--- config.mk ---
export PLATFORM = sky130hd
export DESIGN_NAME = r2sdf_bf_stage
export DESIGN_NICKNAME = d
export VERILOG_FILES = /design/src/rtl/r2sdf_bf_stage.sv
export SDC_FILE = /design/constraint.sdc
export NUM_CORES = 1
export LEC_CHECK = 0
export BUFFER_PORTS_ARGS = -buffer_cell sky130_fd_sc_hd__buf_4
export CORE_MARGIN = 2
export CORE_UTILIZATION = 49
export CTS_CLUSTER_DIAMETER = 50
export DETAILED_ROUTE_END_ITERATION = 12
export PLACE_DENSITY = 0.78
export RECOVER_POWER = 50
export SLEW_MARGIN = 25
export SYNTH_ARGS = -nofsm -noshare
export SYNTH_HDL_FRONTEND = slang
export SYNTH_SLANG_ARGS = --single-unit
--- constraint.sdc ---
create_clock -name clk -period 2.42 [get_ports clk]
set_input_delay 0.242 -clock clk [delete_from_list [all_inputs] [get_ports clk]]
set_output_delay 0.242 -clock clk [all_outputs]
set_load 0.01 [all_outputs]
--- src/rtl/r2sdf_bf_stage.sv ---
// rtl/r2sdf_bf_stage.sv - radix-2 single-delay-feedback butterfly stage
//
// Streams natural-order complex samples, one per clock, through a radix-2
// SDF butterfly. The feedback memory is an external shift register of DELAY
// stages that shifts every clock: whatever is driven on fb_wr_data in cycle t
// comes back on fb_rd_data in cycle t+DELAY.
//
// Ports:
//   clk, rst            clock, asynchronous active-high reset
//   in_valid            input sample valid
//   in_re, in_im        input sample, signed WIDTH bits per component
//   fb_wr_data          {re,im} to the delay-line input (combinational)
//   fb_rd_data          {re,im} from the delay-line output
//   out_valid           registered output valid
//   out_re, out_im      registered output, signed WIDTH+1 bits
//   tw_en               output is a difference and needs a twiddle multiply
//   tw_addr             twiddle index k for the current output
//   err                 one-cycle protocol-error pulse
module r2sdf_bf_stage #(
    parameter int WIDTH = 16,
    parameter int DELAY = 4,
    parameter int TW_AW = 2
) (
    input  logic                   clk,
    input  logic                   rst,
    input  logic                   in_valid,
    input  logic [WIDTH-1:0]       in_re,
    input  logic [WIDTH-1:0]       in_im,
    output logic [2*(WIDTH+1)-1:0] fb_wr_data,
    input  logic [2*(WIDTH+1)-1:0] fb_rd_data,
    output logic                   out_valid,
    output logic [WIDTH:0]         out_re,
    output logic [WIDTH:0]         out_im,
    output logic                   tw_en,
    output logic [TW_AW-1:0]       tw_addr,
    output logic                   err
);

    localparam int BW = WIDTH + 1;
    localparam int CW = $clog2(2 * DELAY);
    localparam logic [CW-1:0] D_CNT = CW'(DELAY);

    typedef enum logic [1:0] {IDLE, FILL, RUN, FLUSH} state_t;

    state_t              state, state_nx;
    logic [CW-1:0]       cnt, cnt_nx, cnt_inc;
    logic                phase;

    logic signed [BW-1:0] a_re, a_im, b_re, b_im;
    logic signed [BW-1:0] sum_re, sum_im, dif_re, dif_im;
    logic signed [BW-1:0] wr_re, wr_im, re_nx, im_nx;
    logic                 valid_nx, te_nx, err_nx;
    logic [TW_AW-1:0]     ta_nx;

    assign b_re = {in_re[WIDTH-1], in_re};
    assign b_im = {in_im[WIDTH-1], in_im};
    assign a_re = fb_rd_data[2*BW-1:BW];
    assign a_im = fb_rd_data[BW-1:0];

    assign sum_re = a_re + b_re;
    assign sum_im = a_im + b_im;
    assign dif_re = a_re - b_re;
    assign dif_im = a_im - b_im;

    assign cnt_inc = cnt + CW'(1);
    assign phase   = (cnt >= D_CNT);

    assign fb_wr_data = {wr_re, wr_im};

    always_comb begin
        state_nx = state;
        cnt_nx   = cnt;
        valid_nx = 1'b0;
        re_nx    = '0;
        im_nx    = '0;
        te_nx    = 1'b0;
        ta_nx    = '0;
        err_nx   = 1'b0;
        wr_re    = '0;
        wr_im    = '0;
        case (state)
            IDLE: begin
                if (in_valid) begin
                    wr_re    = b_re;
                    wr_im    = b_im;
                    cnt_nx   = cnt_inc;
                    state_nx = (cnt_inc == D_CNT) ? RUN : FILL;
                end
            end
            FILL: begin
                // Delay contents are stale here, so nothing is emitted.
                if (in_valid) begin
                    wr_re  = b_re;
                    wr_im  = b_im;
                    cnt_nx = cnt_inc;
                    if (cnt_inc == D_CNT) begin
                        state_nx = RUN;
                    end
                end else begin
                    err_nx   = 1'b1;
                    cnt_nx   = '0;
                    state_nx = IDLE;
                end
            end
            RUN: begin
                if (in_valid) begin
                    valid_nx = 1'b1;
                    cnt_nx   = cnt_inc;
                    if (phase) begin
                        wr_re = dif_re;
                        wr_im = dif_im;
                        re_nx = sum_re;
                        im_nx = sum_im;
                    end else begin
                        // Previous block's difference comes back while the
                        // new block's first half is written in.
                        wr_re = b_re;
                        wr_im = b_im;
                        re_nx = a_re;
                        im_nx = a_im;
                        te_nx = 1'b1;
                        ta_nx = TW_AW'(cnt);
                    end
                end else if (cnt == '0) begin
                    // Clean stop at the block boundary: this cycle already
                    // drains difference k=0, so it is the first flush cycle.
                    valid_nx = 1'b1;
                    re_nx    = a_re;
                    im_nx    = a_im;
                    te_nx    = 1'b1;
                    if (cnt_inc == D_CNT) begin
                        cnt_nx   = '0;
                        state_nx = IDLE;
                    end else begin
                        cnt_nx   = cnt_inc;
                        state_nx = FLUSH;
                    end
                end else begin
                    // Mid-block gap: partial block is abandoned.
                    err_nx   = 1'b1;
                    cnt_nx   = '0;
                    state_nx = IDLE;
                end
            end
            FLUSH: begin
                valid_nx = 1'b1;
                re_nx    = a_re;
                im_nx    = a_im;
                te_nx    = 1'b1;
                ta_nx    = TW_AW'(cnt);
                err_nx   = in_valid;
                if (cnt_inc == D_CNT) begin
                    cnt_nx   = '0;
                    state_nx = IDLE;
                end else begin
                    cnt_nx = cnt_inc;
                end
            end
            default: begin
                cnt_nx   = '0;
                state_nx = IDLE;
            end
        endcase
    end

    always_ff @(posedge clk or posedge rst) begin
        if (rst) begin
            state     <= IDLE;
            cnt       <= '0;
            out_valid <= 1'b0;
            out_re    <= '0;
            out_im    <= '0;
            tw_en     <= 1'b0;
            tw_addr   <= '0;
            err       <= 1'b0;
        end else begin
            state     <= state_nx;
            cnt       <= cnt_nx;
            out_valid <= valid_nx;
            out_re    <= re_nx;
            out_im    <= im_nx;
            tw_en     <= te_nx;
            tw_addr   <= ta_nx;
            err       <= err_nx;
        end
    end

endmodule
# ---- Word level (Yosys, flattened, before mapping)
# Cells that the tools add are included.
dict set report word_totals {
  ff_bits 44
  inputBits 69
  out_inout_bits 73
  elab_cells 70
}
dict set report classes {
  n_addsub 5
  magnitude_cmp 1
  eq_ne 8
  n_mux 44
  reduce_logical 4
}
# op n
set op_table {}
lappend op_table {{17-bit two-way mux} 12}
lappend op_table {{17-bit one-hot mux with 2 select lines} 4}
lappend op_table {{17-bit by 16-bit adder with 17-bit output} 2}
lappend op_table {{17-bit by 16-bit subtractor with 17-bit output} 2}
lappend op_table {{2-bit two-way mux} 10}
lappend op_table {{3-bit two-way mux} 5}
lappend op_table {{3-bit one-hot mux with 4 select lines} 1}
lappend op_table {{2-bit one-hot mux with 4 select lines} 1}
lappend op_table {{1-bit two-way mux} 7}
lappend op_table {{2-bit != test, second input constant} 3}
lappend op_table {{2-bit == test, second input constant} 2}
lappend op_table {{1-bit one-hot mux with 2 select lines} 2}
lappend op_table {{2-bit one-hot mux with 2 select lines} 1}
lappend op_table {{4-bit AND reduction} 1}
lappend op_table {{3-bit by 1-bit adder with 3-bit output, second input constant} 1}
lappend op_table {{3-bit == test, second input constant} 1}
lappend op_table {{3-bit greater-or-equal comparator, second input constant} 1}
lappend op_table {{3-bit logical NOT} 1}
lappend op_table {{3-bit != test, second input constant} 1}
lappend op_table {{1-bit one-hot mux with 3 select lines} 1}
lappend op_table {{2-bit by 1-bit == test with 1-bit output, second input constant} 1}
lappend op_table {{2-bit logical NOT} 1}
lappend op_table {{2-bit OR reduction} 1}

# ---- Logic depth before layout (Yosys ltp)
dict set report logic_depth {
  word_depth 6
  mapped_depth 12
  ltp_nobuf 12
}

# ---- Worst setup path after synthesis
# Ideal clock, no wire load.
dict set report synth_timing {
  kind {input to output}
  start {input fb_rd_data[17]}
  end {output fb_wr_data[33]}
  arrival_ns 2.361
  slack_ns -0.183
  stages 12
  path_cell_list {inv_1 > ha_1 > inv_1 > fa_1 > a211oi_1 > o21ai_0 > a221oi_1 > a21oi_1 > a31oi_1 > xor2_1 > and2_1 > o221ai_1}
}
dict set report synth_via {
  elab_chain_cells 4
}
# element line_no
set synth_lines {}
lappend synth_lines {{start: declaration} 30} ;# input logic [2*(WIDTH+1)-1:0] fb_rd_data,
lappend synth_lines {{17-bit by 16-bit subtractor with 17-bit output} 62} ;# assign dif_re = a_re - b_re;
lappend synth_lines {{17-bit two-way mux} 109} ;# if (phase) begin
lappend synth_lines {{17-bit two-way mux} 106} ;# if (in_valid) begin
lappend synth_lines {{17-bit one-hot mux with 2 select lines} 81} ;# case (state)
lappend synth_lines {{end: declaration} 29} ;# output logic [2*(WIDTH+1)-1:0] fb_wr_data,
# Every way passes these cells.

# ---- Final worst setup path
dict set report layout_timing {
  start {input fb_rd_data[0]}
  end {output fb_wr_data[14]}
}
dict set report layout_via {
  elab_chain_cells 4
}
# element line_no
set layout_lines {}
lappend layout_lines {{17-bit by 16-bit subtractor with 17-bit output} 63} ;# assign dif_im = a_im - b_im;
lappend layout_lines {{17-bit two-way mux} 109}
lappend layout_lines {{17-bit two-way mux} 106}
lappend layout_lines {{17-bit one-hot mux with 2 select lines} 81}
# Every way passes these cells.

==> qor.txt <==
outcome: complete, but fails checks
failing checks: negative setup slack
grt ovf: 0
Final Critical Period: 2.859 ns
crit path max fanout: 2
Hold Path End: out_im[13]
commonest non-fill, non-tap cell in the layout: buf_4
Ys Warns: 0
post-synthesis sequential area ratio: 21.32%
final setup fails: 17
peak supply drop: 0.2880 mV
CP top delay family: compound AO/OA/AOI/OAI gates
Worst Setup Path Type: in -> out
required time of the critical path: 2.18 ns
Hold Fails Final Rpt: 0
critical path's largest stage delay: 0.39 ns
pin count of the biggest net entering global routing: 38
hold path start: fb_rd_data[13]
Async SR Flop Fraction: 100.0%
Worst Tran Pin Value: 0.9695 ns
Worst Path Buf+Inv: 4
Cell variety after synth: 59
Routed Antenna Nets: 0
Clock Skew: 0.006760 ns
Post-Syn Nets: 819
number of global-route vias before repair: 5829
relative slew slack: 35.36%
ys flop type: dfrtp_1
Synth Instances: 678
Max-Cap Viols: 0
r2r setup slk: 0.50 ns
Worst setup EP type: output port
NumNets Final: 1059
Vias/cell: 5.507
CORE AREA: 0.01028 mm²
EDFF count, synth: 0
Final HPWL DP: 12800 µm
Hold Crit Class: in -> reg
H-tree levels: 2
Final Util: 73.37%
reg2reg path depth: 7
Pwr Density: 525.8 mW/mm²
share of layout cells above drive strength 1: 33.55%
r2r endpoint: out_re[14]
DRC viols: 0
Max Root-Sink Buffers: 2
Routed WL: 17270 µm
starting density of the core: 50.26%
crit path launch type: input port
worst-skew pair later-pin latency: 0.31 ns
Mapped Area: 0.005165 mm²
final worst-path cycle share: 118.2%
CTS tree: yes
Chip Width: 106.7 µm
Slew Viols, Final: 0
die height: 106.7 µm
R2R Path Start: state[0]
critical path data arrival time: 2.62 ns
io pins: 142
WL per Instance: 16.38 µm
Iter 0 DRT Violations: 236
# diodes: 0
# rows: 37
antenna violations before repair: 0
P&R area growth vs syn: 46.00%
gr usage total: 29.51%
Peak Freq: 0.3497 GHz
DRT Pass-1 Iters: 4
via count: 5804
Hold Crit Depth: 3
GPL Wtd Cong: 0.9879
Mapped Avg Cell Area: 7.618 µm²
root buffer cell: clkbuf_8
most frequent cells in the layout: buf_4, nand2_1, ha_1
FF+latch count, synth: 44
clock sink count: 44
Clk pin slew, worst setup/hold paths: 0.09 ns
CTS buffer count: 5
RSZ-0062 raised after global routing: yes
Setup TNS: -3.035 ns
CP Cell Sequence: buf_12, inv_12, ha_4, inv_4, fa_2, a21o_1, a221o_1, o211a_1, or3_4, xor2_1, a22o_1, buf_6
hold_ws: 0.1571 ns
Buffers on Ports: 141
critical path's slowest cell: or3_4
die area: 0.01138 mm²
leakage: 0.003696 µW
number of stages on the worst setup path: 12
global-route wire length before repair: 27340 µm
setup ws final: -0.4393 ns
-- cell usage after synthesis, types with 12 or more instances --
| master | count | share of area [%] |
|---|---|---|
| a21oi_1 | 38 | 3.7 |
| clkbuf_1 | 30 | 2.2 |
| dfrtp_1 | 44 | 21 |
| ha_1 | 68 | 16 |
| inv_1 | 66 | 4.8 |
| nand2_1 | 74 | 5.4 |
| nand3_1 | 16 | 1.6 |
| nor2_1 | 49 | 3.6 |
| nor2b_1 | 12 | 1.5 |
| nor3_1 | 18 | 1.7 |
| o21ai_0 | 73 | 7.1 |
| o21bai_1 | 12 | 1.7 |
| xnor2_1 | 42 | 7.1 |
-- layout make-up --
class | count | area (µm²)
well taps | 136 | 170.2
clock inverters | 1 | 5.005
clock buffers | 6 | 72.57
flip-flops and latches | 44 | 1102
fillers | 825 | 2736
inverters | 66 | 267.8
multi-input cells | 532 | 4000
repair buffers | 269 | 1923
-- per-layer routing --
| metal | track usage (%) | vias to the layer above | routed length (µm) |
|---|---|---|---|
| li1 | - | 2809 | - |
| met1 | 36.53 | 2725 | 7157 |
| met2 | 49.95 | 212 | 8430 |
| met3 | 4.134 | 58 | 977 |
| met4 | 15.12 | 0 | 699 |
| met5 | 0 | - | 0 |
-- power breakdown --
part | internal [µW] | total (µW) | switching [µW]
clock | 197 | 469 | 271
sequential | 923 | 1020 | 100
combinational | 1100 | 2470 | 1370
-- repair_timing --
action / in CTS / in global routing
hold buffers: 1 / 0
resized for setup: 49 / 40
hold endpoints to repair: 7 / 0
pin swaps: 38 / 19
setup buffers: 8 / 9
setup endpoints to repair: 19 / 22
-- cells by family after synthesis --
| logic type | after synthesis | share of synthesized area [%] |
|---|---|---|
| fa+ha+maj | 72 | 18.02 |
| xor+xnor | 51 | 8.648 |
| simple gates | 207 | 18.68 |
| compound gates | 200 | 25.24 |
| buf+inv | 102 | 7.703 |
| mux | 2 | 0.3876 |
| flops | 44 | 21.32 |
-- state kept, by name, indices dropped and copies added, names as in the netlist --
name	flops
tw_addr	2
err	1
cnt	3
tw_en	1
out_im	17
out_re	17
state	2
out_valid	1
-- worst reg2reg max path, cell delays in order (launching register included) --
cell,delay (ns)
dfrtp_1,0.35
clkbuf_1,0.57
nand2b_1,0.23
nor2_1,0.08
buf_4,0.20
and2_1,0.16
mux2i_1,0.11
nand2_1,0.10
-- metrics by stage --
| step | area, µm² | setup WS, ns | instances | total power (µW) |
|---|---|---|---|---|
| 3_3_place_gp | 7148 | -0.5690 | 1032 | 3385 |
| 6_report | 7541 | -0.4393 | 1054 | 3965 |
| 3_5_place_dp | 7148 | -0.5548 | 1032 | 3445 |
| 4_1_cts | 7463 | -0.4099 | 1048 | 3995 |
| 2_1_floorplan | 5220 | -0.08431 | 678 | 2368 |
| 5_1_grt | 7541 | -0.5380 | 1054 | 4255 |
-- worst max path at each step --
| stage | from | end | slack (ns) |
|---|---|---|---|
| after detailed placement | fb_rd_data[17] | fb_wr_data[33] | -0.55 |
| after floorplan | fb_rd_data[0] | fb_wr_data[14] | -0.08 |
| after CTS | fb_rd_data[0] | fb_wr_data[16] | -0.41 |
| final | fb_rd_data[0] | fb_wr_data[14] | -0.44 |
| after global placement | fb_rd_data[17] | fb_wr_data[33] | -0.57 |
| after global routing | fb_rd_data[0] | fb_wr_data[16] | -0.54 |
Note: power is estimated with default switching activity, not from simulation.
